$ cat config.mk
export PLATFORM = sky130hd
export DESIGN_NAME = mc_ctrl
export DESIGN_NICKNAME = d
export VERILOG_FILES = /design/src/rtl/mc_ctrl_pkg.sv /design/src/rtl/mc_decode.sv /design/src/rtl/mc_ctrl.sv
export SDC_FILE = /design/constraint.sdc
export NUM_CORES = 1
export LEC_CHECK = 0
export CAP_MARGIN = 10
export CORE_MARGIN = 2
export CORE_UTILIZATION = 38
export CTS_BUF_LIST = sky130_fd_sc_hd__clkbuf_8
export DETAILED_ROUTE_END_ITERATION = 6
export GPL_ROUTABILITY_DRIVEN = 0
export PLACE_DENSITY = 0.88
export SYNTH_ARGS = -nofsm -noshare
export SYNTH_HDL_FRONTEND = slang
export SYNTH_SLANG_ARGS = --single-unit
export TNS_END_PERCENT = 5
$ cat constraint.sdc
create_clock -name clk -period 3.5 [get_ports clk]
set_clock_uncertainty 0.2 [all_clocks]
set_input_delay 0.7 -clock clk [delete_from_list [all_inputs] [get_ports clk]]
set_output_delay 0.7 -clock clk [all_outputs]
set_load 0.05 [all_outputs]
$ cat src/rtl/mc_ctrl_pkg.sv
// Shared encodings for the multi-cycle MIPS control unit: FSM states,
// opcode/func constants, datapath select encodings and the decoded class.
package mc_ctrl_pkg;

  typedef enum logic [2:0] {
    S_IF  = 3'd0,
    S_ID  = 3'd1,
    S_EXE = 3'd2,
    S_MEM = 3'd3,
    S_WB  = 3'd4
  } state_t;

  localparam logic [5:0] OP_R   = 6'b000000;
  localparam logic [5:0] OP_ORI = 6'b001101;
  localparam logic [5:0] OP_LUI = 6'b001111;
  localparam logic [5:0] OP_LW  = 6'b100011;
  localparam logic [5:0] OP_SW  = 6'b101011;
  localparam logic [5:0] OP_BEQ = 6'b000100;
  localparam logic [5:0] OP_J   = 6'b000010;
  localparam logic [5:0] OP_JAL = 6'b000011;

  localparam logic [5:0] FN_JR   = 6'b001000;
  localparam logic [5:0] FN_ADDU = 6'b100001;
  localparam logic [5:0] FN_SUBU = 6'b100011;

  localparam logic [1:0] NPC_PC4 = 2'b00;
  localparam logic [1:0] NPC_BR  = 2'b01;
  localparam logic [1:0] NPC_JMP = 2'b10;
  localparam logic [1:0] NPC_RS  = 2'b11;

  localparam logic [1:0] RD_RT = 2'b00;
  localparam logic [1:0] RD_RD = 2'b01;
  localparam logic [1:0] RD_RA = 2'b10;

  localparam logic [1:0] WD_ALU = 2'b00;
  localparam logic [1:0] WD_DM  = 2'b01;
  localparam logic [1:0] WD_PC4 = 2'b10;

  localparam logic [1:0] EXT_ZERO = 2'b00;
  localparam logic [1:0] EXT_SIGN = 2'b01;
  localparam logic [1:0] EXT_LUI  = 2'b10;

  localparam logic [1:0] ALU_ADD  = 2'b00;
  localparam logic [1:0] ALU_SUB  = 2'b01;
  localparam logic [1:0] ALU_FUNC = 2'b10;
  localparam logic [1:0] ALU_OR   = 2'b11;

  typedef struct packed {
    logic rtype;
    logic jr;
    logic ori;
    logic lui;
    logic lw;
    logic sw;
    logic beq;
    logic j;
    logic jal;
    logic illegal;
  } mc_class_t;

endpackage

$ cat src/rtl/mc_decode.sv
// Combinational op/func decoder producing a one-hot instruction class.
module mc_decode
  import mc_ctrl_pkg::*;
(
  input  logic [5:0] op,
  input  logic [5:0] func,
  output mc_class_t  cls
);

  always_comb begin
    cls = '0;
    case (op)
      OP_R: begin
        if (func == FN_ADDU || func == FN_SUBU) cls.rtype = 1'b1;
        else if (func == FN_JR)                 cls.jr = 1'b1;
        else                                    cls.illegal = 1'b1;
      end
      OP_ORI:  cls.ori = 1'b1;
      OP_LUI:  cls.lui = 1'b1;
      OP_LW:   cls.lw = 1'b1;
      OP_SW:   cls.sw = 1'b1;
      OP_BEQ:  cls.beq = 1'b1;
      OP_J:    cls.j = 1'b1;
      OP_JAL:  cls.jal = 1'b1;
      default: cls.illegal = 1'b1;
    endcase
  end

endmodule

$ cat src/rtl/mc_ctrl.sv
// Multi-cycle MIPS control FSM: IF/ID/EXE/MEM/WB sequencing with IF and MEM
// stretched to MEM_LAT cycles, driving every datapath enable and select.
module mc_ctrl
  import mc_ctrl_pkg::*;
#(
  parameter int unsigned MEM_LAT = 1,
  parameter int unsigned RA_REG  = 31
) (
  input  logic       clk,
  input  logic       reset,
  input  logic [5:0] op,
  input  logic [5:0] func,
  input  logic       zero,
  output logic       pcwrite,
  output logic [1:0] npcsel,
  output logic       irwrite,
  output logic       regwrite,
  output logic [1:0] regdst,
  output logic [4:0] ra_idx,
  output logic [1:0] wdsel,
  output logic       alusrc,
  output logic [1:0] extop,
  output logic [1:0] aluop,
  output logic       memwrite,
  output logic [2:0] state,
  output logic       instr_done,
  output logic       illegal
);

  localparam int unsigned    CW       = $clog2(MEM_LAT + 1);
  localparam logic [CW-1:0]  CNT_LAST = CW'(MEM_LAT - 1);

  state_t        cur;
  logic [CW-1:0] cnt;
  logic          last;
  mc_class_t     cls;

  mc_decode u_decode (
    .op   (op),
    .func (func),
    .cls  (cls)
  );

  assign last   = (cnt == CNT_LAST);
  assign ra_idx = 5'(RA_REG);

  always_ff @(posedge clk) begin
    if (reset) begin
      cur <= S_IF;
      cnt <= '0;
    end else begin
      case (cur)
        S_IF: begin
          if (last) begin
            cur <= S_ID;
            cnt <= '0;
          end else begin
            cnt <= cnt + 1'b1;
          end
        end
        S_ID: begin
          if (cls.j || cls.jr || cls.jal || cls.illegal) cur <= S_IF;
          else                                          cur <= S_EXE;
        end
        S_EXE: begin
          if (cls.beq)                cur <= S_IF;
          else if (cls.lw || cls.sw)  cur <= S_MEM;
          else                        cur <= S_WB;
        end
        S_MEM: begin
          if (last) begin
            cur <= cls.sw ? S_IF : S_WB;
            cnt <= '0;
          end else begin
            cnt <= cnt + 1'b1;
          end
        end
        S_WB:    cur <= S_IF;
        default: cur <= S_IF;
      endcase
    end
  end

  // Outputs are forced to their idle values while reset is high so an
  // interrupted instruction never issues a write in the reset cycle.
  always_comb begin
    pcwrite    = 1'b0;
    npcsel     = NPC_PC4;
    irwrite    = 1'b0;
    regwrite   = 1'b0;
    regdst     = RD_RT;
    wdsel      = WD_ALU;
    alusrc     = 1'b0;
    extop      = EXT_ZERO;
    aluop      = ALU_ADD;
    memwrite   = 1'b0;
    instr_done = 1'b0;
    illegal    = 1'b0;
    state      = reset ? S_IF : cur;
    if (!reset) begin
      case (cur)
        S_IF: begin
          irwrite = last;
          pcwrite = last;
        end
        S_ID: begin
          if (cls.j) begin
            pcwrite    = 1'b1;
            npcsel     = NPC_JMP;
            instr_done = 1'b1;
          end else if (cls.jr) begin
            pcwrite    = 1'b1;
            npcsel     = NPC_RS;
            instr_done = 1'b1;
          end else if (cls.jal) begin
            pcwrite    = 1'b1;
            npcsel     = NPC_JMP;
            regwrite   = 1'b1;
            regdst     = RD_RA;
            wdsel      = WD_PC4;
            instr_done = 1'b1;
          end else if (cls.illegal) begin
            illegal    = 1'b1;
            instr_done = 1'b1;
          end
        end
        S_EXE: begin
          if (cls.rtype) begin
            aluop = ALU_FUNC;
          end else if (cls.ori) begin
            alusrc = 1'b1;
            extop  = EXT_ZERO;
            aluop  = ALU_OR;
          end else if (cls.lui) begin
            alusrc = 1'b1;
            extop  = EXT_LUI;
          end else if (cls.lw || cls.sw) begin
            alusrc = 1'b1;
            extop  = EXT_SIGN;
          end else if (cls.beq) begin
            aluop      = ALU_SUB;
            pcwrite    = zero;
            npcsel     = NPC_BR;
            instr_done = 1'b1;
          end
        end
        S_MEM: begin
          if (cls.sw && last) begin
            memwrite   = 1'b1;
            instr_done = 1'b1;
          end
        end
        S_WB: begin
          regwrite   = 1'b1;
          instr_done = 1'b1;
          if (cls.rtype)   regdst = RD_RD;
          else if (cls.lw) wdsel  = WD_DM;
        end
        default: ;
      endcase
    end
  end

endmodule

==> results.toml <==
[logic_synthesis]
synth_area_um2 = 568
yosysSeqAreaShare_pct = 10.6
ys.warnings.count = 0
synth_seq_cells = 3
synth_cell_types = 38
synth_cells = 86
syn_area_per_cell_um2 = 6.61

[final_layout]
regMostFlops = "cur"
layout.cells.most_common = "buf_4"
drive_above_1_share_pct = 39.8
largest_reg_flops = 3
diodes = 0
mostFrequentLayoutCells = "buf_4 (19), clkdlybuf4s50_1 (13), buf_12 (13), nor2_1 (9), nand2_1 (8)"
utilization_pct = 90.7
final_net_count = 149
reg.largest.list = "cur x3"
fillers = 58
synthToLayoutAreaGrowth_pct = 116
stdcell_area_um2 = 1220

[power_and_ir_drop]
ir_worst_vdd_uv = 135
p_per_area_nw_per_um2 = 198
design_power_total_uw = 243
p_leak_uw = 0.000486

[detailed_routing]
routedWlPerCell_um = 19.2
drt_pass1_iterations = 4
vias = 902
ant_nets = 0
drt_iter0_drc = 34
via_per_inst = 6.09
remaining_drc_errors = 0
wl_mm = 2.84

[flow_run]
drv_cap = 0

[sta]
timing.final.ws_setup_ns = 0.0161
timing_worst_slew_pin_value_ns = 0.524
slew_viol_final = 0
final-setup-viol-count = 0
fmax_mhz = 287
max_slew_margin_pct = 64.8
min_period_ns = 3.48
rsz0062_at_grt = "true"
finalHoldViolations = 0
period_share_pct = 99.5
fin_setup_tns_ns = 0

[place]
pre_cts_ws_ns = -0.175
dp_hpwl_mm = 1.79
placed_cell_area_um2 = 1110
port_buffers = 34

[clock_tree]
clk_pin_slew_ns = 0.03
cts_sinks = 3
cts_tree = "done"
cts_buffer_depth = 2
cts_root_buf = "clkbuf_8"
cts_buffers = 3
cts.htree.levels = 1
post-cts-setup-buffers = 0
ctsHoldBuffers = 0
clock_latency_ns = 0.22

[grt]
first_global_vias = 910
grt_overflow = 0
grt_pass1_wl_mm = 4.45
track_usage_pct = 32.1
grt_max_degree = 12
antenna_found_initial = 0

[floorplan]
die_h_um = 42.7
core-area_um2 = 1350
start_util_pct = 42.1
fp.dieArea_um2 = 1820
rows = 13
io_pins = 40
die_x_um = 42.7

[worst_setup_path]
critical_path.slowest_cell = "o31ai_1"
crit_path_start_kind = "input port"
cp-end-kind = "output pin"
cp_max_fo = 7
path_cells = "clkdlybuf4s50_1 -> nor2_1 -> nand3b_1 -> o31ai_1 -> buf_12"
cp.buffers_inverters = 2
reg2reg_from = "cur[0]"
cpPeakStageDelay_ns = 0.59
cp_top_family = "buffers and inverters"
worstPathArrival_ns = 2.58
critPathKind = "input port to output pin"
critPathRequiredTime_ns = 2.60
critPathLaunch = "reset"

[worst_hold_path]
holdCritStartpoint = "cur[2]"
min_path_type = "flop to flop"

[run_status]
status = "complete, no violations"
[per-layer routing]
metal | routed length [um] | vias to the layer above | GRT usage, %
met5 | 0 | - | 0
met4 | 142 | 0 | 14.4
met3 | 226 | 18 | 8.09
met2 | 1430 | 69 | 57.9
met1 | 1040 | 423 | 34.4
li1 | - | 392 | -
[layout make-up]
cell class | count | area (um^2) | area share (%)
clock inverters | 1 | 3.75 | 0.306
inverters | 3 | 11.3 | 0.919
multi-input cells | 73 | 503 | 41.1
flip-flops and latches | 3 | 60.1 | 4.90
repair buffers | 50 | 587 | 47.9
well taps | 15 | 18.8 | 1.53
clock buffers | 3 | 41.3 | 3.37
[timing repair]
action	CTS	global route
pin swaps	2	2
gates resized for setup	11	7
hold endpoints to repair	0	0
endpoints found under the setup margin	8	9
[cell families after synthesis]
| kind of cell | synth area share (%) |
|---|---|
| AO/OA/AOI/OAI | 23.3 |
| AND/OR/NAND/NOR | 50.2 |
| flip-flops | 10.6 |
| buffers and inverters | 15.2 |
| other | 0.660 |
[Yosys cell counts]
| cell | n | area share, % |
|---|---|---|
| nor2_1 | 10 | 6.6 |
| nand2_1 | 8 | 5.3 |
| buf_4 | 6 | 7.9 |
| nor2b_1 | 6 | 6.6 |
| a21oi_1 | 5 | 4.4 |
| dfxtp_1 | 3 | 11 |
| inv_1 | 3 | 2.0 |
| nand3b_1 | 3 | 4.0 |
| nor3_1 | 3 | 2.6 |
| a22oi_1 | 2 | 2.6 |
| buf_2 | 2 | 1.8 |
| nand2b_1 | 2 | 2.2 |
| nor4_1 | 2 | 2.2 |
| nor4b_1 | 2 | 3.1 |
| o21ai_0 | 2 | 1.8 |
| o22ai_1 | 2 | 2.2 |
| o31ai_1 | 2 | 2.6 |
| or2_1 | 2 | 2.2 |
| or4_1 | 2 | 2.6 |
| a2111o_1 | 1 | 2.0 |
| a31oi_1 | 1 | 1.1 |
| buf_6 | 1 | 2.0 |
| clkbuf_1 | 1 | 0.66 |
| clkbuf_2 | 1 | 0.88 |
| conb_1 | 1 | 0.66 |
| nand3_1 | 1 | 0.88 |
| nand4_1 | 1 | 1.1 |
| nand4b_1 | 1 | 1.5 |
| nor2_2 | 1 | 1.1 |
| nor3b_1 | 1 | 1.3 |
| o21a_1 | 1 | 1.3 |
| o21ai_1 | 1 | 0.88 |
| o21ai_4 | 1 | 2.9 |
| o2bb2ai_1 | 1 | 1.5 |
| or3_1 | 1 | 1.1 |
| or3_4 | 1 | 2.0 |
| or4_4 | 1 | 2.0 |
| or4b_1 | 1 | 1.8 |
[report_power, final]
group | leakage, uW | internal, uW | switching (uW) | total, uW
Clock | 0.0000269 | 74.9 | 25.5 | 100
Sequential | 0.0000245 | 35.7 | 4.18 | 39.9
Combinational | 0.000434 | 42.4 | 60.4 | 103
Total | 0.000486 | 153 | 90.1 | 243
[worst reg2reg max path, stage by stage (launching register included)]
cell and delay (ns):
dfxtp_1 0.44, nor4b_1 0.38, buf_4 0.21, o21ai_4 0.08, nor2_2 0.12, or2_1 0.11
[per-stage QoR]
stage | hold slack, ns | instances
global placement | 0.461 | 144
global route | 0.593 | 148
detailed placement | 0.474 | 144
CTS | 0.476 | 148
floorplan | 0.399 | 90
finish | 0.545 | 148
[final timing paths]
path              endpoint  slack, ns  cells after the start
setup / recovery  regwrite       0.02                      5
hold / removal      cur[2]       0.54                      2
setup reg to reg    cur[0]       1.91                      5
hold reg to reg     cur[2]       0.54                      2
(Power assumes the default switching activity.)
